## src/rtl/mips_control_unit_pkg.sv

```systemverilog
// Shared encodings for the MIPS-subset multi-cycle controller:
// FSM states, ALU/shifter opcodes, exception codes, mux selects and
// the opcode/funct values the controller recognises.
package mips_control_unit_pkg;

  typedef enum logic [2:0] {
    ST_RESET     = 3'd0,
    ST_FETCH     = 3'd1,
    ST_DECODE    = 3'd2,
    ST_EXECUTE   = 3'd3,
    ST_WRITEBACK = 3'd4,
    ST_EXCEPTION = 3'd5
  } state_e;

  localparam logic [3:0] ALU_AND = 4'b0000;
  localparam logic [3:0] ALU_OR  = 4'b0001;
  localparam logic [3:0] ALU_ADD = 4'b0010;
  localparam logic [3:0] ALU_SUB = 4'b0110;
  localparam logic [3:0] ALU_SLT = 4'b0111;

  localparam logic [1:0] SH_SLL = 2'b00;
  localparam logic [1:0] SH_SRL = 2'b01;
  localparam logic [1:0] SH_SRA = 2'b10;

  localparam logic [1:0] EXC_NONE    = 2'b00;
  localparam logic [1:0] EXC_INVALID = 2'b01;
  localparam logic [1:0] EXC_OVF     = 2'b10;
  localparam logic [1:0] EXC_DIV0    = 2'b11;

  localparam logic [1:0] ALU1_A    = 2'b00;
  localparam logic [1:0] ALU1_PC   = 2'b01;
  localparam logic [1:0] ALU1_B    = 2'b10;
  localparam logic [1:0] ALU2_B    = 2'b00;
  localparam logic [1:0] ALU2_FOUR = 2'b01;
  localparam logic [1:0] ALU2_IMM  = 2'b10;
  localparam logic [1:0] ALU2_A    = 2'b11;

  localparam logic [1:0] PC_ALU  = 2'b00;
  localparam logic [1:0] PC_RS   = 2'b01;
  localparam logic [1:0] PC_JUMP = 2'b10;
  localparam logic [1:0] PC_EXC  = 2'b11;

  localparam logic [1:0] WD_ALU   = 2'b00;
  localparam logic [1:0] WD_SHIFT = 2'b01;
  localparam logic [1:0] WD_HI    = 2'b10;
  localparam logic [1:0] WD_LO    = 2'b11;

  localparam logic [1:0] WR_RT = 2'b00;
  localparam logic [1:0] WR_RD = 2'b01;
  localparam logic [1:0] WR_RS = 2'b11;

  localparam logic [5:0] OP_RTYPE = 6'h00;
  localparam logic [5:0] OP_J     = 6'h02;
  localparam logic [5:0] OP_ADDI  = 6'h08;
  localparam logic [5:0] OP_SLTI  = 6'h0A;
  localparam logic [5:0] OP_ANDI  = 6'h0C;

  localparam logic [5:0] FN_SLL  = 6'h00;
  localparam logic [5:0] FN_SRL  = 6'h02;
  localparam logic [5:0] FN_SRA  = 6'h03;
  localparam logic [5:0] FN_JR   = 6'h08;
  localparam logic [5:0] FN_MFHI = 6'h10;
  localparam logic [5:0] FN_MFLO = 6'h12;
  localparam logic [5:0] FN_MULT = 6'h18;
  localparam logic [5:0] FN_DIV  = 6'h1A;
  localparam logic [5:0] FN_ADD  = 6'h20;
  localparam logic [5:0] FN_SUB  = 6'h22;
  localparam logic [5:0] FN_AND  = 6'h24;
  localparam logic [5:0] FN_OR   = 6'h25;
  localparam logic [5:0] FN_SLT  = 6'h2A;
  localparam logic [5:0] FN_XCHG = 6'h2D;

  // True when the opcode/funct pair is something this controller can run.
  function automatic logic is_supported(input logic [5:0] op, input logic [5:0] fn);
    logic ok;
    ok = 1'b0;
    if (op == OP_RTYPE) begin
      case (fn)
        FN_SLL, FN_SRL, FN_SRA, FN_JR, FN_MFHI, FN_MFLO, FN_MULT, FN_DIV,
        FN_ADD, FN_SUB, FN_AND, FN_OR, FN_SLT, FN_XCHG: ok = 1'b1;
        default: ok = 1'b0;
      endcase
    end else begin
      case (op)
        OP_J, OP_ADDI, OP_SLTI, OP_ANDI: ok = 1'b1;
        default: ok = 1'b0;
      endcase
    end
    return ok;
  endfunction

endpackage

```

## src/rtl/mips_control_unit.sv

```systemverilog
// Multi-cycle main controller for the MIPS-subset CPU.
// state | meaning
// 0 RESET     | idle after reset, all outputs low
// 1 FETCH     | load IR, PC <= PC+4
// 2 DECODE    | J/JR resolve here; unsupported instructions trap
// 3 EXECUTE   | ALU/shift/HI-LO work; MULT/DIV wait for done
// 4 WRITEBACK | second half of XCHG (rs <= B)
// 5 EXCEPTION | PC <= exception vector, latched cause on exception_control
module mips_control_unit
  import mips_control_unit_pkg::*;
(
  input  logic        clk,
  input  logic        reset_in,
  input  logic [31:0] instruction,
  input  logic        zero_flag,
  input  logic        overflow_flag,
  input  logic        div_zero,
  input  logic        mult_done,
  input  logic        div_done,
  output logic [1:0]  mux_a,
  output logic [1:0]  mux_b,
  output logic [1:0]  mux_alu_1,
  output logic [1:0]  mux_alu_2,
  output logic        mux_shift_amt,
  output logic        mux_shift_src,
  output logic [1:0]  mux_pc,
  output logic        mux_address,
  output logic [1:0]  mux_wd_memory,
  output logic [1:0]  mux_wd_registers,
  output logic [1:0]  mux_wr_registers,
  output logic        mux_extend,
  output logic        mux_high,
  output logic        mux_low,
  output logic [3:0]  alu_control,
  output logic [1:0]  shift_control,
  output logic [1:0]  load_size_control,
  output logic [1:0]  store_size_control,
  output logic        pc_write_enable,
  output logic        instruction_write,
  output logic        memory_write,
  output logic        register_write,
  output logic        hi_write,
  output logic        lo_write,
  output logic [1:0]  exception_control,
  output logic [2:0]  current_state,
  output logic [3:0]  counter
);

  state_e     state_q, state_d;
  logic [3:0] counter_q, counter_d;
  logic [1:0] exc_q, exc_d;
  logic [1:0] exc_new;
  logic [5:0] op, fn;

  // Only opcode/funct steer control; the rest of the word and zero_flag are datapath-only.
  logic unused_inputs;
  assign unused_inputs = ^{instruction[25:6], zero_flag};

  assign op            = instruction[31:26];
  assign fn            = instruction[5:0];
  assign current_state = state_q;
  assign counter       = counter_q;

  // State, dwell counter and latched exception cause.
  always_ff @(posedge clk or negedge reset_in) begin
    if (!reset_in) begin
      state_q   <= ST_RESET;
      counter_q <= 4'd0;
      exc_q     <= EXC_NONE;
    end else begin
      state_q   <= state_d;
      counter_q <= counter_d;
      exc_q     <= exc_d;
    end
  end

  // Next state, exception cause to latch, and saturating dwell counter.
  always_comb begin
    state_d = ST_RESET;
    exc_new = EXC_NONE;
    case (state_q)
      ST_RESET:  state_d = ST_FETCH;
      ST_FETCH:  state_d = ST_DECODE;
      ST_DECODE: begin
        if (!is_supported(op, fn)) begin
          state_d = ST_EXCEPTION;
          exc_new = EXC_INVALID;
        end else if (op == OP_J || (op == OP_RTYPE && fn == FN_JR)) begin
          state_d = ST_FETCH;
        end else begin
          state_d = ST_EXECUTE;
        end
      end
      ST_EXECUTE: begin
        state_d = ST_FETCH;
        if (op == OP_RTYPE) begin
          case (fn)
            FN_ADD, FN_SUB: if (overflow_flag) begin
              state_d = ST_EXCEPTION;
              exc_new = EXC_OVF;
            end
            FN_MULT: if (!mult_done) state_d = ST_EXECUTE;
            FN_DIV: begin
              if (div_zero) begin
                state_d = ST_EXCEPTION;
                exc_new = EXC_DIV0;
              end else if (!div_done) begin
                state_d = ST_EXECUTE;
              end
            end
            FN_XCHG: state_d = ST_WRITEBACK;
            default: state_d = ST_FETCH;
          endcase
        end else if (op == OP_ADDI && overflow_flag) begin
          state_d = ST_EXCEPTION;
          exc_new = EXC_OVF;
        end
      end
      ST_WRITEBACK: state_d = ST_FETCH;
      ST_EXCEPTION: state_d = ST_FETCH;
      default:      state_d = ST_RESET;
    endcase

    exc_d = (state_d == ST_EXCEPTION) ? exc_new : EXC_NONE;

    if (state_d != state_q)     counter_d = 4'd0;
    else if (counter_q == 4'hF) counter_d = 4'hF;
    else                        counter_d = counter_q + 4'd1;
  end

  // Datapath controls decoded from state, instruction and flags.
  always_comb begin
    mux_a              = 2'b00;
    mux_b              = 2'b00;
    mux_alu_1          = 2'b00;
    mux_alu_2          = 2'b00;
    mux_shift_amt      = 1'b0;
    mux_shift_src      = 1'b0;
    mux_pc             = 2'b00;
    mux_address        = 1'b0;
    mux_wd_memory      = 2'b00;
    mux_wd_registers   = 2'b00;
    mux_wr_registers   = 2'b00;
    mux_extend         = 1'b0;
    mux_high           = 1'b0;
    mux_low            = 1'b0;
    alu_control        = 4'b0000;
    shift_control      = 2'b00;
    load_size_control  = 2'b00;
    store_size_control = 2'b00;
    pc_write_enable    = 1'b0;
    instruction_write  = 1'b0;
    memory_write       = 1'b0;
    register_write     = 1'b0;
    hi_write           = 1'b0;
    lo_write           = 1'b0;
    exception_control  = EXC_NONE;
    case (state_q)
      ST_FETCH: begin
        instruction_write = 1'b1;
        alu_control       = ALU_ADD;
        mux_alu_1         = ALU1_PC;
        mux_alu_2         = ALU2_FOUR;
        pc_write_enable   = 1'b1;
        mux_pc            = PC_ALU;
      end
      ST_DECODE: begin
        if (op == OP_J) begin
          pc_write_enable = 1'b1;
          mux_pc          = PC_JUMP;
        end else if (op == OP_RTYPE && fn == FN_JR) begin
          pc_write_enable = 1'b1;
          mux_pc          = PC_RS;
        end
      end
      ST_EXECUTE: begin
        if (op == OP_RTYPE) begin
          mux_wr_registers = WR_RD;
          case (fn)
            FN_ADD, FN_SUB: begin
              alu_control    = (fn == FN_ADD) ? ALU_ADD : ALU_SUB;
              register_write = !overflow_flag;
            end
            FN_AND, FN_OR, FN_SLT: begin
              alu_control    = (fn == FN_AND) ? ALU_AND : (fn == FN_OR) ? ALU_OR : ALU_SLT;
              register_write = 1'b1;
            end
            FN_SLL, FN_SRL, FN_SRA: begin
              shift_control    = (fn == FN_SLL) ? SH_SLL : (fn == FN_SRL) ? SH_SRL : SH_SRA;
              mux_wd_registers = WD_SHIFT;
              register_write   = 1'b1;
            end
            FN_MFHI, FN_MFLO: begin
              mux_wd_registers = (fn == FN_MFHI) ? WD_HI : WD_LO;
              register_write   = 1'b1;
            end
            FN_MULT: begin
              hi_write = mult_done;
              lo_write = mult_done;
            end
            FN_DIV: begin
              mux_high = 1'b1;
              mux_low  = 1'b1;
              hi_write = div_done && !div_zero;
              lo_write = div_done && !div_zero;
            end
            FN_XCHG: begin
              mux_alu_2        = ALU2_A;
              mux_wr_registers = WR_RT;
              register_write   = 1'b1;
            end
            default: mux_wr_registers = WR_RD;
          endcase
        end else begin
          mux_alu_2        = ALU2_IMM;
          mux_wr_registers = WR_RT;
          case (op)
            OP_ADDI: begin
              alu_control    = ALU_ADD;
              register_write = !overflow_flag;
            end
            OP_ANDI: begin
              alu_control    = ALU_AND;
              mux_extend     = 1'b1;
              register_write = 1'b1;
            end
            OP_SLTI: begin
              alu_control    = ALU_SLT;
              register_write = 1'b1;
            end
            default: register_write = 1'b0;
          endcase
        end
      end
      ST_WRITEBACK: begin
        mux_alu_1        = ALU1_B;
        mux_wr_registers = WR_RS;
        register_write   = 1'b1;
      end
      ST_EXCEPTION: begin
        exception_control = exc_q;
        pc_write_enable   = 1'b1;
        mux_pc            = PC_EXC;
      end
      default: mux_a = 2'b00;
    endcase
  end

endmodule

```

## config.mk

```make
export PLATFORM = sky130hd
export DESIGN_NAME = mips_control_unit
export DESIGN_NICKNAME = d
export VERILOG_FILES = /design/src/rtl/mips_control_unit_pkg.sv /design/src/rtl/mips_control_unit.sv
export SDC_FILE = /design/constraint.sdc
export NUM_CORES = 1
export LEC_CHECK = 0
export CAP_MARGIN = 20
export CORE_UTILIZATION = 35
export CTS_BUF_LIST = sky130_fd_sc_hd__clkbuf_8
export DETAILED_ROUTE_END_ITERATION = 10
export PLACE_DENSITY = 0.83
export SETUP_SLACK_MARGIN = 0.2
export SLEW_MARGIN = 0
export SYNTH_ARGS = -nofsm -noshare
export SYNTH_HDL_FRONTEND = slang
export SYNTH_SLANG_ARGS = --single-unit
export TNS_END_PERCENT = 20
```

## constraint.sdc

```tcl
create_clock -name clk -period 2.5 [get_ports clk]
set_input_delay 0.5 -clock clk [delete_from_list [all_inputs] [get_ports clk]]
set_output_delay 0.5 -clock clk [all_outputs]
set_load 0.05 [all_outputs]
```

==> flow_metrics.env <==
export IMPL_path_cells="buf_6 > or3_4 > nand3b_4 > or4_4 > buf_4 > nor4_4 > buf_12"
export IMPL_drtAntennaViolNets=0
export IMPL_overflow=0
export IMPL_finalCriticalPeriod_ns=2.65
export IMPL_fmax_ghz=0.378
export IMPL_die_area_um2=3490
export IMPL_dp_cells=271
export IMPL_cts_max_level=1
export IMPL_worst_path_buf_inv=3
export IMPL_syn_inst=155
export IMPL_vdd_drop_max_mv=0.549
export IMPL_gp_congestion=0.933
export IMPL_ys_warn_count=0
export IMPL_hold_class="register to register"
export IMPL_synthSimpleGateAreaFrac=0.413
export IMPL_holdWs_ns=0.539
export IMPL_synth_cell_types=46
export IMPL_fill_cells=212
export IMPL_fin_cells=279
export IMPL_grt_max_degree=12
export IMPL_violations="negative setup slack"
export IMPL_fin_skew_ns=0.00112
export IMPL_tightest_slew_ns=0.542
export IMPL_worst_setup_path_end_kind="output port"
export IMPL_synth_most_common_cell="nor2_1"
export IMPL_clk_pin_slew_ns=0.04
export IMPL_dp_hpwl_um=2780
export IMPL_max_slew_margin=0.638
export IMPL_reg2regPathDepth=6
export IMPL_synth_xor_area_frac=0
export IMPL_r2r_setup_slack_ns=0.61
export IMPL_start_kind="input port"
export IMPL_worstPathRequired_ns=2.00
export IMPL_fin_ws_ns=-0.149
export IMPL_async_flop_share=1.00
export IMPL_cts_tree="done"
export IMPL_clock_path_buffers=2
export IMPL_insertion_delay_ns=0.23
export IMPL_portBuffers=49
export IMPL_wl_um=3760
export IMPL_drv_slew=0
export IMPL_crit_family="simple AND/OR/NAND/NOR gates"
export IMPL_setup_viol=7
export IMPL_fp_dieW_um=59.1
export IMPL_drcViolationCount=0
export IMPL_synth_top_family_by_area="simple AND/OR/NAND/NOR gates"
export IMPL_hold_viol_final=0
export IMPL_synth_adder_area_share=0.0110
export IMPL_grt_antenna_before_repair=0
export IMPL_p_leak_nw=1.03
export IMPL_rsz0062_at_grt="yes"
export IMPL_synth_mux_area_frac=0
export IMPL_endpoint="shift_control[0]"
export IMPL_r2r_start="current_state[2]"
export IMPL_nets=276
export IMPL_netlist_area_um2=1140
export IMPL_path_class="input port to output port"
export IMPL_core_area_um2=3080
export IMPL_timing_rr_end="current_state[1]"
export IMPL_ys_seq_area_frac=0.197
export IMPL_crit_path_max_incr_delay_ns=0.50
export IMPL_drive_above_1_share=0.455
export IMPL_vias=1444
export IMPL_dr_pass1_iters=4
export IMPL_die_y_um=59.1
export IMPL_synthTopCellsByCount="20 x nor2_1, 19 x buf_4, 12 x nand2_1, 10 x a21oi_1, 9 x dfrtp_1"
export IMPL_startpoint="instruction[26]"
export IMPL_status="finished, violations left"
export IMPL_drv_cap=0
export IMPL_area_growth_pct=98.0
export IMPL_ys_ff_latch=9
export IMPL_viasPerCell=5.18
export IMPL_worstPathArrival_ns=2.15
export IMPL_synth_top_flop_cell="dfrtp_1"
export IMPL_start_util=0.371
export IMPL_row_count=20
export IMPL_finalCritPeriodShare=1.06
export IMPL_synth_area_leaders="dfrtp_1 20%, buf_4 13%, nor2_1 6.6%, a21oi_1 4.4%, nand2b_1 4.4%"
export IMPL_antenna_cells=0
export IMPL_synth_area_per_cell_um2=7.36
export IMPL_root_buffer="clkbuf_8"
export IMPL_cts_sinks=9
export IMPL_grt_usage=0.213
export IMPL_synth_largest_area_cell="dfrtp_1"
export IMPL_drt_iter0_drc=82
export IMPL_cp_slowest_cell="or4_4"
export IMPL_dp_worst_setup_slack_ns=-0.411
export IMPL_post_drt_wl_per_cell_um=13.5
export IMPL_powerDensity_nw_per_um2=676
export IMPL_synth_compound_area_frac=0.202
export IMPL_ios=86
export IMPL_grt_pass1_wl_um=5790
export IMPL_yosysTopAreaCellShare=0.197
export IMPL_grt_pass1_vias=1257
export IMPL_cts_buffers=3
export IMPL_cp_depth=7
export IMPL_synth_edff_count=0
export IMPL_crit_fanout=2
[repair_timing]
item,4_1_cts,5_1_grt
endpoints found under the setup margin,22,19
pin swaps,13,8
hold buffers,0,0
resized for setup,37,15
setup buffers,2,2
[final cells by class]
cell class | count | area [um2] | share of cell area
Timing Repair Buffer | 87 | 943 | 0.417
Sequential cell | 9 | 228 | 0.101
Inverter | 6 | 22.5 | 0.00997
Clock inverter | 1 | 3.75 | 0.00166
Clock buffer | 3 | 41.3 | 0.0183
Multi-Input combinational cell | 129 | 966 | 0.427
Tap cell | 44 | 55.1 | 0.0244
[worst register-to-register path, cell delays in order (launching register included)]
cell	delay [ns]
dfrtp_2	0.46
nand3b_1	0.26
or4_1	0.45
nor2_2	0.13
buf_4	0.12
nand3_2	0.15
o311ai_0	0.18
[layout by cell type (no fill, tap or decap), drive strengths merged, types with 2 or more instances in the layout]
cell type | Yosys | final
dfrtp | 9 | 9
nand2 | 12 | 12
nor3 | 5 | 5
nor4bb | 2 | 2
inv | 6 | 7
nor2 | 20 | 20
nand2b | 8 | 8
buf | 23 | 64
clkdlybuf4s50 | 0 | 12
nand4 | 2 | 2
dlygate4sd2 | 0 | 7
nor2b | 4 | 4
a221oi | 2 | 2
and3 | 4 | 4
nor4 | 4 | 4
dlymetal6s2s | 0 | 3
nand3b | 2 | 2
o21ai | 6 | 6
a21oi | 10 | 10
a31oi | 4 | 4
or4 | 2 | 2
nand3 | 4 | 4
a211oi | 3 | 3
o41ai | 2 | 2
clkbuf | 2 | 4
or3 | 3 | 3
nor3b | 4 | 4
conb | 1 | 15
[cell families after synthesis]
logic type	after synthesis
and+or+nand+nor	78
AOI/OAI and AO/OA	35
DFF	9
buffers and inverters	31
adders and majority gates	1
other	1
[worst min path at each step]
stage	cells after the start	from	end	slack (ns)
4_1_cts	1	counter[0]	counter[0]	0.54
3_3_place_gp	1	counter[0]	counter[0]	0.51
2_1_floorplan	0	reset_in	counter[0]	0.20
5_1_grt	1	counter[0]	counter[0]	0.56
3_5_place_dp	1	counter[0]	counter[0]	0.53
6_report	1	counter[0]	counter[0]	0.54
[metrics by stage]
| stage | power, mW | cell area, um2 | utilization | TNS [ns] |
|---|---|---|---|---|
| detailed placement | 1.33 | 2080 | 0.675 | -4.36 |
| floorplan | 0.879 | 1280 | - | -2.63 |
| global route | 1.59 | 2260 | 0.734 | -1.05 |
| finish | 1.53 | 2260 | 0.734 | -0.528 |
| CTS | 1.51 | 2190 | 0.712 | -1.27 |
| global placement | 1.32 | 2080 | 0.675 | -3.96 |
[state kept, by name, indices dropped and copies added (netlist names)]
name and flops:
exc_q 2, current_state 3, counter 4
[power by group]
part	switching, mW	internal, mW	leakage (nW)
Clock	0.0588	0.107	0.0269
Combinational	0.688	0.445	0.886
Sequential	0.0529	0.176	0.118
[layer usage]
metal  GRT usage  part of all wire  vias to the layer above  wire, um
met5           0                 0                        -         0
li1            -                 -                      687         -
met2       0.381              0.52                       62      1950
met4      0.0442            0.0066                        0        25
met3      0.0306             0.048                        6       180
met1       0.270              0.43                      689      1610
No activity file was read; power rests on OpenSTA's default activity.
